===== src/rtl/sdm_pkg.sv =====
// Shared definitions for the CIC compensation decimator: coefficients,
// accumulator/Q15 limits and the controller state type.
package sdm_pkg;

    localparam int ACC_W     = 40;
    localparam int Q15_MAX   = 32767;
    localparam int Q15_MIN   = -32768;
    localparam int BUF_DEPTH = 32;
    localparam int MAX_TAPS  = 30;

    // Q15 compensator taps. The first 16 are the default filter (sum > 1.0, so
    // full-scale DC needs saturation); the tail is only used for longer filters.
    localparam logic signed [15:0] COMP_COEFFS [MAX_TAPS] = '{
        -16'sd120,  16'sd251,   -16'sd402,  16'sd655,
        -16'sd1030, 16'sd1587,  -16'sd2460, 16'sd4101,
        16'sd28000, 16'sd4101,  -16'sd2460, 16'sd1587,
        -16'sd1030, 16'sd655,   -16'sd402,  16'sd251,
        16'sd87,    -16'sd45,   16'sd23,    -16'sd12,
        16'sd6,     -16'sd3,    16'sd1,     16'sd0,
        16'sd0,     16'sd0,     16'sd0,     16'sd0,
        16'sd0,     16'sd0
    };

    typedef enum logic [1:0] {
        StIdle,
        StMac,
        StRound
    } state_e;

endpackage


===== src/rtl/q15_round_sat.sv =====
// Round-half-up from the Q30 accumulator to Q15, then saturate to 16 bits.
module q15_round_sat
    import sdm_pkg::*;
(
    input  logic signed [ACC_W-1:0] acc,
    output logic signed [15:0]      q
);

    localparam logic signed [ACC_W-1:0] HALF_LSB = ACC_W'(16384);
    localparam logic signed [ACC_W-1:0] SAT_MAX  = ACC_W'(Q15_MAX);
    localparam logic signed [ACC_W-1:0] SAT_MIN  = ACC_W'(Q15_MIN);

    logic signed [ACC_W-1:0] biased;
    logic signed [ACC_W-1:0] shifted;

    // Add half an output LSB, arithmetic shift, clamp to the Q15 range
    always_comb begin
        biased  = acc + HALF_LSB;
        shifted = biased >>> 15;
        if (shifted > SAT_MAX) begin
            q = SAT_MAX[15:0];
        end else if (shifted < SAT_MIN) begin
            q = SAT_MIN[15:0];
        end else begin
            q = shifted[15:0];
        end
    end

endmodule


===== src/rtl/cic_comp_decimator.sv =====
// CIC compensation FIR with decimation: samples land in a 32-entry circular
// buffer; every DECIMATION_FACTOR-th sample starts a serial MAC over NUM_TAPS
// taps, followed by one rounding cycle that emits the output.
module cic_comp_decimator
    import sdm_pkg::*;
#(
    parameter int unsigned NUM_TAPS          = 16,
    parameter int unsigned DECIMATION_FACTOR = 2
) (
    input  logic               clk,
    input  logic               reset,
    input  logic               valid_in,
    input  logic signed [15:0] data_in,
    output logic               valid_out,
    output logic signed [15:0] data_out,
    output logic               busy,
    output logic               overrun,
    input  logic               overrun_clr
);

    logic signed [15:0]      sample_mem_q [BUF_DEPTH];
    logic [4:0]              wr_ptr_q;
    logic [2:0]              phase_q;
    logic [4:0]              base_q;
    logic [4:0]              tap_q;
    logic [4:0]              rd_idx;
    logic signed [ACC_W-1:0] acc_q;
    logic signed [31:0]      product;
    logic signed [15:0]      rounded;
    logic signed [15:0]      data_out_q;
    logic                    valid_out_q;
    logic                    overrun_q;
    logic                    trigger;
    logic                    overrun_set;
    logic                    mac_last;
    state_e                  state_q, state_d;

    assign trigger     = valid_in && (phase_q == 3'(DECIMATION_FACTOR - 1));
    assign overrun_set = trigger && (state_q != StIdle);
    assign mac_last    = (tap_q == 5'(NUM_TAPS - 1));
    // Reads trail the write pointer, so writes during MAC never reach live taps
    assign rd_idx      = base_q - tap_q;
    assign product     = 32'(COMP_COEFFS[tap_q]) * 32'(sample_mem_q[rd_idx]);

    assign valid_out = valid_out_q;
    assign data_out  = data_out_q;
    assign overrun   = overrun_q;
    assign busy      = (state_q != StIdle);

    q15_round_sat u_round_sat (
        .acc (acc_q),
        .q   (rounded)
    );

    // Sample capture and decimation phase, independent of the controller state
    always_ff @(posedge clk or posedge reset) begin
        if (reset) begin
            for (int i = 0; i < BUF_DEPTH; i++) begin
                sample_mem_q[i] <= '0;
            end
            wr_ptr_q <= '0;
            phase_q  <= '0;
        end else if (valid_in) begin
            sample_mem_q[wr_ptr_q] <= data_in;
            wr_ptr_q               <= wr_ptr_q + 5'd1;
            phase_q                <= trigger ? 3'd0 : phase_q + 3'd1;
        end
    end

    // Next-state logic; unused encodings fall back to idle
    always_comb begin
        state_d = state_q;
        case (state_q)
            StIdle:  if (trigger)  state_d = StMac;
            StMac:   if (mac_last) state_d = StRound;
            StRound: state_d = StIdle;
            default: state_d = StIdle;
        endcase
    end

    // Controller state, MAC datapath and output registers
    always_ff @(posedge clk or posedge reset) begin
        if (reset) begin
            state_q     <= StIdle;
            base_q      <= '0;
            tap_q       <= '0;
            acc_q       <= '0;
            data_out_q  <= '0;
            valid_out_q <= 1'b0;
        end else begin
            state_q     <= state_d;
            valid_out_q <= 1'b0;
            case (state_q)
                StIdle: begin
                    if (trigger) begin
                        base_q <= wr_ptr_q;
                        tap_q  <= '0;
                        acc_q  <= '0;
                    end
                end
                StMac: begin
                    acc_q <= acc_q + ACC_W'(product);
                    tap_q <= tap_q + 5'd1;
                end
                StRound: begin
                    data_out_q  <= rounded;
                    valid_out_q <= 1'b1;
                end
                default: ;
            endcase
        end
    end

    // Sticky overrun; a new event in the clear cycle takes priority
    always_ff @(posedge clk or posedge reset) begin
        if (reset) begin
            overrun_q <= 1'b0;
        end else begin
            overrun_q <= overrun_set | (overrun_q & ~overrun_clr);
        end
    end

endmodule


===== config.mk =====
export PLATFORM = sky130hd
export DESIGN_NAME = cic_comp_decimator
export DESIGN_NICKNAME = d
export VERILOG_FILES = /design/src/rtl/sdm_pkg.sv /design/src/rtl/q15_round_sat.sv /design/src/rtl/cic_comp_decimator.sv
export SDC_FILE = /design/constraint.sdc
export NUM_CORES = 2
export LEC_CHECK = 0
export BUFFER_PORTS_ARGS = -buffer_cell sky130_fd_sc_hd__clkbuf_2
export CAP_MARGIN = 20
export CORE_MARGIN = 5
export CORE_UTILIZATION = 55
export CTS_CLUSTER_DIAMETER = 50
export DETAILED_ROUTE_END_ITERATION = 12
export PLACE_DENSITY = 0.71
export SYNTH_ARGS = -nofsm -noshare
export SYNTH_HDL_FRONTEND = slang
export SYNTH_HIERARCHICAL = 1
export SYNTH_SLANG_ARGS = --single-unit

===== constraint.sdc =====
create_clock -name clk -period 44.7 [get_ports clk]
set_input_delay 8.94 -clock clk [delete_from_list [all_inputs] [get_ports clk]]
set_output_delay 8.94 -clock clk [all_outputs]
set_load 0.02 [all_outputs]

==> results.cfg <==
[status]
status = finished clean

[sta]
fin_setup_tns_ps = 0
maxSlewHeadroom_pct = 23.7
worst_pin_slew_ps = 1140
rsz0062_at_grt = no
final_max_slew_viol_count = 0
min_period_ps = 10890
setup_viol_count_final = 0
finalCritPeriodShare_pct = 24.4
timing.fmax_mhz = 91.8
skew_ps = 44.8
hold_violations = 0

[die]
core_um2 = 72600
start_util_pct = 55.1
die_x_um = 280
die_h_um = 280
die_area_um2 = 78200
ios = 39
rows = 99

[critical_path]
critPathKind = reg -> reg
worstPathRequired_ps = 45160
cp_slowest_cell = fa_4
cp.arrival_ps = 11350
cp-start-kind = flop
cpPeakStageDelay_ps = 1270
path_common_cell = fa_1
cp-end-kind = flop
r2r_cells = 28
path_max_fanout = 90

[route]
vias = 24800
wl_per_cell_um = 22.1
post-route-drc-count = 0
wl_um = 93600
dr.pass1.iters = 6
viasPerCell = 5.86
drtAntennaViolNets = 0
initialDrtViolationCount = 1628

[place]
dp_hpwl_um = 64900
gp_congestion = 0.887
io_buffers = 38

[grt]
gr-usage-all-layers_pct = 24.9
grt_max_degree = 188
globalRouteOverflowTotal = 0
antenna_found_initial = 0
first_global_vias = 27900
grt_pass1_wl_um = 155000

[finish]
diodes = 0
final_nets = 3703
fill_cells = 5659
multiInputGateArea_um2 = 22800
drive_gt1_share_pct = 30.3
seqCellArea_um2 = 14800
synthToLayoutAreaGrowth_pct = 9.73

[clocking]
clockRootBuffer = clkbuf_16
cts_resized = 0
cts_tree = yes
worstSkewPairLatency_ps = 630
clk_pin_slew_ps = 60
cts_htree_levels = 3
ctsHoldBuffers = 0
clock_sinks = 590
clk_path_buf_depth = 3
cts_setup_buffers = 0
numCtsBuffers = 73

[synthesis]
synthCells = 3226
synth_nets = 3711
synth_edf_count = 0
ys.flop_type = dfrtp_1
synth_top_area_cell = dfrtp_1
syn_area_um2 = 40000
ys_types = 83
yosys_register_bits = 590
synth_area_leaders = dfrtp_1, fa_1, mux2_2, mux4_2, ha_1
avgSynthCellArea_um2 = 12.4
synth_warnings = 6
async_flop_share_pct = 100
yosysSeqAreaShare_pct = 36.9
synth_top_area_share_pct = 36.9

[job]
drv_cap = 0

[min_path]
hold_class = reg -> reg
min_delay_path_depth = 2
## path summary, 6_finish.rpt
kind	from	endpoint	slack, ps
setup / recovery	tap_q[0]	acc_q[38]	33810
hold / removal	base_q[0]	base_q[0]	490
setup reg to reg	tap_q[0]	acc_q[38]	33810
hold reg to reg	base_q[0]	base_q[0]	490
max in group asynchronous	reset	sample_mem_q[70]	33870
min in group asynchronous	reset	sample_mem_q[331]	8470
## worst max-delay path: cells and delay by family (launching register included)
kind	cells	cell delay, ps
AOI/OAI and AO/OA	10	2120
DFF	1	570
adders and majority gates	9	5070
and+or+nand+nor	1	160
buffers and inverters	5	760
muxes	3	1890
## cells in the final DEF (no fill, tap or decap), drive strengths merged, types with 12 or more instances in the layout
master / instances
clkinv: 18
xor2: 30
inv: 452
ha: 134
buf: 61
a21o: 17
a21oi: 46
mux2i: 12
clkbuf: 134
mux4: 155
xnor2: 37
dfrtp: 590
and2: 41
o21ai: 89
nor2b: 21
nand3: 71
nor2: 131
nand2: 193
fa: 331
mux2: 536
nand2b: 29
## sequential cells by signal, summed over array words and instances, names as in the netlist, 2 cells and up
name and flops:
tap_q 5, sample_mem_q 512, data_out 16, state_q 2, wr_ptr_q 5, phase_q 3
acc_q 40, base_q 5
## cells in the mapped netlist (all sizes together), types with 4 or more instances
| cell type | instances |
|---|---|
| and2 | 41 |
| mux2 | 536 |
| nor4 | 5 |
| o21ai | 89 |
| a21oi | 46 |
| buf | 60 |
| mux4 | 155 |
| nor3 | 8 |
| xnor2 | 37 |
| mux2i | 12 |
| nand2 | 193 |
| nand3 | 71 |
| nand2b | 29 |
| nor2 | 131 |
| a21o | 17 |
| a21boi | 4 |
| fa | 331 |
| clkbuf | 122 |
| o21bai | 4 |
| nand3b | 4 |
| a211oi | 11 |
| o21a | 10 |
| a31o | 4 |
| nand4 | 11 |
| xor2 | 30 |
| nor2b | 21 |
| inv | 444 |
| o22ai | 5 |
| dfrtp | 590 |
| nor3b | 5 |
| o31ai | 6 |
| ha | 134 |
| and3 | 9 |
| a31oi | 5 |
| or2 | 11 |
## per-stage QoR
step                util [%]  area (um2)  setup WS [ps]  hold WS, ps  instances
finish                  60.5       43900          33810          487       4237
global route            60.5       43900          33020          509       4237
CTS                     60.3       43800          33520          494       4228
detailed placement      56.7       41100          33020          480       4093
global placement        56.5       41000          33140          471       4089
floorplan                  -       40000          19250          450       3226
## routing by layer
layer	global-route usage, %	share of wire, %	up-vias
met1	32.9	41	13200
li1	-	-	10800
met3	3.40	4.5	192
met2	43.2	51	642
met4	7.57	3.0	0
met5	0	0	-
## logic make-up (layout without fill, tap and decap cells)
family,after synthesis,in the layout,share of synthesized area [%]
AOI/OAI and AO/OA,230,230,3.80
xor gates and xnor gates,67,67,1.52
adders and majority gates,465,465,20.8
buffers and inverters,628,680,6.29
DFF,590,590,36.9
muxes,703,703,24.2
and+or+nand+nor,543,543,6.58
## cell type report
cell class,instances,area share (%)
inverters,446,3.83
multi-input cells,2008,52.0
clock buffers,96,4.72
flip-flops and latches,590,33.6
clock inverters,39,1.32
well taps,959,2.73
repair buffers,99,1.80
Power is not shown: default switching activity piles up to over one toggle a cycle in this logic, so the estimate is an artifact.
